`src/rtl/jhash_mix_pkg.sv`:
```
// Shared definitions for the lookup3 hashword engine: FSM states, step
// modes, seed constant and the per-step rotation / operand-routing tables.
package jhash_mix_pkg;

    localparam logic [31:0] JH_INIT_CONST = 32'hdeadbeef;
    localparam int          JH_LEN_W      = 16;

    localparam logic [2:0]  MIX_LAST      = 3'd5;
    localparam logic [2:0]  FINAL_LAST    = 3'd6;

    typedef enum logic [2:0] {
        ST_IDLE  = 3'd0,
        ST_WAIT  = 3'd1,
        ST_MIX   = 3'd2,
        ST_FINAL = 3'd3,
        ST_OUT   = 3'd4
    } state_t;

    typedef enum logic {
        MODE_MIX   = 1'b0,
        MODE_FINAL = 1'b1
    } step_mode_t;

    // Operand select encodes which register plays x: 0=a, 1=b, 2=c.
    // z is always the register that precedes x in the a<-c, b<-a, c<-b ring.
    typedef logic [1:0] sel_t;

    function automatic logic [4:0] mix_rot(input logic [2:0] step);
        case (step)
            3'd0:    return 5'd4;
            3'd1:    return 5'd6;
            3'd2:    return 5'd8;
            3'd3:    return 5'd16;
            3'd4:    return 5'd19;
            default: return 5'd4;
        endcase
    endfunction

    function automatic logic [4:0] final_rot(input logic [2:0] step);
        case (step)
            3'd0:    return 5'd14;
            3'd1:    return 5'd11;
            3'd2:    return 5'd25;
            3'd3:    return 5'd16;
            3'd4:    return 5'd4;
            3'd5:    return 5'd14;
            default: return 5'd24;
        endcase
    endfunction

    function automatic sel_t mix_sel(input logic [2:0] step);
        case (step)
            3'd0, 3'd3: return 2'd0;
            3'd1, 3'd4: return 2'd1;
            default:    return 2'd2;
        endcase
    endfunction

    function automatic sel_t final_sel(input logic [2:0] step);
        case (step)
            3'd1, 3'd4: return 2'd0;
            3'd2, 3'd5: return 2'd1;
            default:    return 2'd2;
        endcase
    endfunction

endpackage

```
`src/rtl/jhash_mix_step.sv`:
```
// One lookup3 mix or final line, purely combinational.
//   mix:   x' = (x - z) ^ rotl(z, r);  z' = z + y
//   final: x' = (x ^ z) - rotl(z, r);  z' = z
module jhash_mix_step
    import jhash_mix_pkg::*;
(
    input  logic [31:0] i_x,
    input  logic [31:0] i_y,
    input  logic [31:0] i_z,
    input  logic [4:0]  i_rot,
    input  step_mode_t  i_mode,
    output logic [31:0] o_x,
    output logic [31:0] o_z
);

    logic [63:0] w_dbl;
    logic [31:0] w_rotz;

    // Left-rotate z by doubling it and shifting, which stays correct for any r.
    always_comb begin
        w_dbl  = {i_z, i_z} << i_rot;
        w_rotz = w_dbl[63:32];
        if (i_mode == MODE_MIX) begin
            o_x = (i_x - i_z) ^ w_rotz;
            o_z = i_z + i_y;
        end else begin
            o_x = (i_x ^ i_z) - w_rotz;
            o_z = i_z;
        end
    end

endmodule

```
`src/rtl/jhash_mix.sv`:
```
// lookup3 hashword() engine fed by 3-word beats, one mix/final line per clock.
//
//   state    | meaning
//   ---------+-----------------------------------------------------------
//   ST_IDLE  | no hash in flight; start seeds a/b/c
//   ST_WAIT  | ready for the next beat; only state that acks
//   ST_MIX   | six mix lines after a non-tail beat, then back to WAIT
//   ST_FINAL | seven final lines after a tail beat with 1..3 words
//   ST_OUT   | publish c on hash_out with a one-cycle hash_valid
module jhash_mix
    import jhash_mix_pkg::*;
#(
    parameter logic [31:0] INIT_CONST = JH_INIT_CONST,
    parameter int          LEN_W      = JH_LEN_W
) (
    input  logic             clk,
    input  logic             rst_n,
    input  logic             start,
    input  logic [LEN_W-1:0] cfg_len,
    input  logic [31:0]      cfg_initval,
    input  logic [31:0]      stream_data0,
    input  logic [31:0]      stream_data1,
    input  logic [31:0]      stream_data2,
    input  logic             stream_valid,
    input  logic             stream_done,
    input  logic [1:0]       stream_left,
    output logic             stream_ack,
    output logic             busy,
    output logic             hash_valid,
    output logic [31:0]      hash_out
);

    state_t      r_state;
    state_t      w_next_state;
    logic [2:0]  r_step;
    logic [31:0] r_a, r_b, r_c;
    logic [31:0] r_hash_out;
    logic        r_hash_valid;

    sel_t        w_sel;
    logic [4:0]  w_rot;
    step_mode_t  w_mode;
    logic [31:0] w_x, w_y, w_z;
    logic [31:0] w_x_new, w_z_new;
    logic [31:0] w_seed;

    assign w_seed     = INIT_CONST + (32'(cfg_len) << 2) + cfg_initval;
    assign busy       = (r_state != ST_IDLE);
    assign hash_valid = r_hash_valid;
    assign hash_out   = r_hash_out;

    // State register.
    always_ff @(posedge clk) begin
        if (!rst_n) r_state <= ST_IDLE;
        else        r_state <= w_next_state;
    end

    // Next-state decode and the combinational beat acknowledge.
    always_comb begin
        w_next_state = r_state;
        stream_ack   = 1'b0;
        case (r_state)
            ST_IDLE: if (start) w_next_state = ST_WAIT;
            ST_WAIT: begin
                stream_ack = stream_valid;
                if (stream_valid) begin
                    if (!stream_done)             w_next_state = ST_MIX;
                    else if (stream_left == 2'd0) w_next_state = ST_OUT;
                    else                          w_next_state = ST_FINAL;
                end
            end
            ST_MIX:   if (r_step == MIX_LAST)   w_next_state = ST_WAIT;
            ST_FINAL: if (r_step == FINAL_LAST) w_next_state = ST_OUT;
            ST_OUT:   w_next_state = ST_IDLE;
            default:  w_next_state = ST_IDLE;
        endcase
    end

    // Route a/b/c onto the step unit's x/y/z for the current line.
    always_comb begin
        w_mode = (r_state == ST_FINAL) ? MODE_FINAL : MODE_MIX;
        w_sel  = (r_state == ST_FINAL) ? final_sel(r_step) : mix_sel(r_step);
        w_rot  = (r_state == ST_FINAL) ? final_rot(r_step) : mix_rot(r_step);
        case (w_sel)
            2'd0:    begin w_x = r_a; w_y = r_b; w_z = r_c; end
            2'd1:    begin w_x = r_b; w_y = r_c; w_z = r_a; end
            default: begin w_x = r_c; w_y = r_a; w_z = r_b; end
        endcase
    end

    jhash_mix_step u_step (
        .i_x    (w_x),
        .i_y    (w_y),
        .i_z    (w_z),
        .i_rot  (w_rot),
        .i_mode (w_mode),
        .o_x    (w_x_new),
        .o_z    (w_z_new)
    );

    // Hash datapath: seeding, beat accumulation, step write-back, result capture.
    always_ff @(posedge clk) begin
        if (!rst_n) begin
            r_a          <= '0;
            r_b          <= '0;
            r_c          <= '0;
            r_step       <= '0;
            r_hash_out   <= '0;
            r_hash_valid <= 1'b0;
        end else begin
            r_hash_valid <= 1'b0;
            case (r_state)
                ST_IDLE: begin
                    if (start) begin
                        r_a <= w_seed;
                        r_b <= w_seed;
                        r_c <= w_seed;
                    end
                end
                ST_WAIT: begin
                    if (stream_valid) begin
                        r_step <= '0;
                        if (!stream_done) begin
                            r_a <= r_a + stream_data0;
                            r_b <= r_b + stream_data1;
                            r_c <= r_c + stream_data2;
                        end else begin
                            if (stream_left >= 2'd1) r_a <= r_a + stream_data0;
                            if (stream_left >= 2'd2) r_b <= r_b + stream_data1;
                            if (stream_left == 2'd3) r_c <= r_c + stream_data2;
                        end
                    end
                end
                ST_MIX, ST_FINAL: begin
                    r_step <= r_step + 3'd1;
                    // In final mode w_z_new equals z, so writing it back is harmless.
                    case (w_sel)
                        2'd0:    begin r_a <= w_x_new; r_c <= w_z_new; end
                        2'd1:    begin r_b <= w_x_new; r_a <= w_z_new; end
                        default: begin r_c <= w_x_new; r_b <= w_z_new; end
                    endcase
                end
                ST_OUT: begin
                    r_hash_out   <= r_c;
                    r_hash_valid <= 1'b1;
                end
                default: ;
            endcase
        end
    end

endmodule
```
`config.mk`:
```
export PLATFORM = sky130hd
export DESIGN_NAME = jhash_mix
export DESIGN_NICKNAME = d
export VERILOG_FILES = /design/src/rtl/jhash_mix_pkg.sv /design/src/rtl/jhash_mix_step.sv /design/src/rtl/jhash_mix.sv
export SDC_FILE = /design/constraint.sdc
export NUM_CORES = 1
export LEC_CHECK = 0
export BUFFER_PORTS_ARGS = -buffer_cell sky130_fd_sc_hd__buf_4
export CORE_UTILIZATION = 30
export CTS_BUF_LIST = sky130_fd_sc_hd__clkbuf_4
export DETAILED_ROUTE_END_ITERATION = 10
export PLACE_DENSITY = 0.46
export RECOVER_POWER = 50
export SYNTH_ARGS = -nofsm -noshare
export SYNTH_HDL_FRONTEND = slang
export SYNTH_SLANG_ARGS = --single-unit
```
`constraint.sdc`:
```
create_clock -name clk -period 8.7 [get_ports clk]
set_input_delay 1.74 -clock clk [delete_from_list [all_inputs] [get_ports clk]]
set_output_delay 1.74 -clock clk [all_outputs]
set_load 0.02 [all_outputs]
```
==> flow_summary.toml <==
[route]
drtIter0Drc = 2216
ant_nets = 0
dr_total_vias = 25546
drc = 0
vias_per_cell = 5.774
detail_route.first_pass.iterations = 5
detail_route.wirelength_um = 107600
wl_per_cell_um = 24.32

[logic_synthesis]
synthFlopType = "dfxtp_1"
synth_cell_types = 88
synth_fp_nets = 3720
async_reset_ff_frac = 0
synth.avg_cell_area_sq_um = 6.829
synth_area_sq_um = 22710
ys_top_cells_by_area = "ha_1 (13%), dfxtp_1 (12%), a21oi_1 (7.9%)"
ys_seq_elements = 135
synth_edf_count = 0
synth_top_area_cell = "ha_1"
synth.top_cell.area_share = 0.1306
yosys_warnings = 0
yosysSeqAreaShare = 0.1190
syn-instance-count = 3325

[placement]
hpwl_um = 86490
postPlaceCellArea_sq_um = 25440
port_buffers = 185
dp_slack_ps = 211.0
gp_congestion = 0.9689

[die]
coreArea_sq_um = 74700
dieHeight_um = 277.1
dieArea_sq_um = 76800
start_util = 0.3040
die_w_um = 277.1
row_count = 100
ioPinCount = 186

[status]
violations = "max-capacitance violations, max-slew violations"
outcome = "complete, but fails checks"

[clock_tree]
cts_tree = "built"
cts_buffers = 17
cts.sinks = 135
cts_hold_buf = 0
clock_latency_ps = 730
cts-htree-levels = 4
clk_pin_slew_ps = 150
cts_root_buffer = "clkbuf_4"
clock_path_buffers = 2

[layout]
area_growth_syn_to_layout_pct = 13.23
fin_area_sq_um = 25710
layout_commonest_cell = "nand2_1"
layout_common_cells = "nand2_1 (399), a21oi_1 (359), nor2_1 (283)"
drive_gt1_frac = 0.1043
nFillCells = 8226
layout.nets = 3832

[worst_setup_path]
cp-start-kind = "register"
crit_slowest_cell = "mux2i_2"
cpPeakStageDelay_ps = 580
crit_required_ps = 9340
path_class = "register to register"
worst_ep_arrival_time_ps = 8920
critPathMaxFanout = 40
crit_path_frequent_cell = "mux2i_1"
cp-end-kind = "register"

[sta]
clock_skew_ps = 39.93
final.period_utilization = 0.9516
fin_crit_ps = 8279
setup_tns_ps = 0
setup_viol = 0
layout_setup_ws_ps = 421.4
drv_slew = 126
hold_viol_final = 0
relSlewSlack = -0.9227
tightest_slew_ps = 2884
rsz0062_at_grt = "no"
fmax_ghz = 0.1208

[global_route]
first_global_vias = 23864
grt_pass1_wl_um = 157400
grt_remaining_overflow = 0
antenna_found_initial = 5
track_usage = 0.2710
grt_max_degree = 62

[worst_hold_path]
hold_path_class = "register to register"

[run]
maxCapViolCount = 3
-- final cells by class --
class	count	area [sq um]	share of cell area
well taps	969	1212	0.04715
clock buffers	21	157.7	0.006131
multi-input cells	2837	18810	0.7315
repair buffers	283	2057	0.08000
diodes	5	12.51	0.0004866
flip-flops and latches	135	2703	0.1051
clock inverters	11	148.9	0.005790
inverters	163	613.1	0.02384
-- final timing paths --
kind                     start           end  slack, ps  cells past startpoint
setup reg to reg     r_step[1]       r_c[28]        420                     31
setup / recovery     r_step[1]       r_c[28]        420                     31
hold reg to reg   hash_out[21]  hash_out[21]        470                      2
hold / removal    hash_out[21]  hash_out[21]        470                      2
-- metrics by stage --
| step | instances | hold WS, ps | utilization |
|---|---|---|---|
| 2_1_floorplan | 3325 | 482.6 | - |
| 3_3_place_gp | 4385 | 456.2 | 0.3406 |
| 3_5_place_dp | 4385 | 459.7 | 0.3406 |
| 4_1_cts | 4417 | 478.1 | 0.3447 |
| 5_1_grt | 4423 | 500.2 | 0.3442 |
| 6_report | 4424 | 474.4 | 0.3442 |
-- worst max-delay path: cells and delay by family (launching register included) --
family | cells | cell delay [ps]
AND/OR/NAND/NOR | 5 | 1000
adder cells (fa/ha/maj) | 2 | 830
multiplexers | 7 | 2090
AO/OA/AOI/OAI | 12 | 2760
flip-flops | 1 | 450
buffers and inverters | 5 | 1010
-- metal layers --
| metal | track usage | wire length, um |
|---|---|---|
| met1 | 0.3540 | 47890 |
| met2 | 0.4420 | 48570 |
| met3 | 0.04294 | 6698 |
| met4 | 0.1097 | 4454 |
| met5 | 0 | 0 |
-- flip-flops by register name, summed over array words and instances (netlist names) --
name,cells
hash_out,32
r_a,32
r_b,32
r_c,32
r_state,3
r_step,3
hash_valid,1
-- logic make-up after synthesis --
logic type,share of synthesized area
AO/OA/AOI/OAI,0.3264
XOR/XNOR,0.08331
adder cells (fa/ha/maj),0.1377
buffers and inverters,0.06044
flip-flops,0.1190
multiplexers,0.06832
AND/OR/NAND/NOR,0.2048
-- Yosys cell counts, types with 15 or more instances --
library cell,instances
nand2_1,399
a21oi_1,359
nor2_1,285
o21ai_0,243
ha_1,237
inv_1,162
clkbuf_1,148
xnor2_1,147
nor3_1,140
dfxtp_1,135
mux2i_1,131
a31oi_1,114
a21o_1,87
xor2_1,69
nand3_1,60
a211oi_1,54
o211ai_1,47
nand2b_1,40
a21boi_0,38
o21bai_1,30
buf_1,25
nor2b_1,22
nor4_1,22
o21a_1,22
or3_1,20
a221oi_1,16
o21ai_1,15
-- timing repair --
item / in CTS / in global routing
endpoints found under the setup margin: 0 / 18
gates resized for setup: 0 / 14
setup buffers: 0 / 1
Power is not shown: default switching activity piles up to over one toggle a cycle in this logic, so the estimate is an artifact.
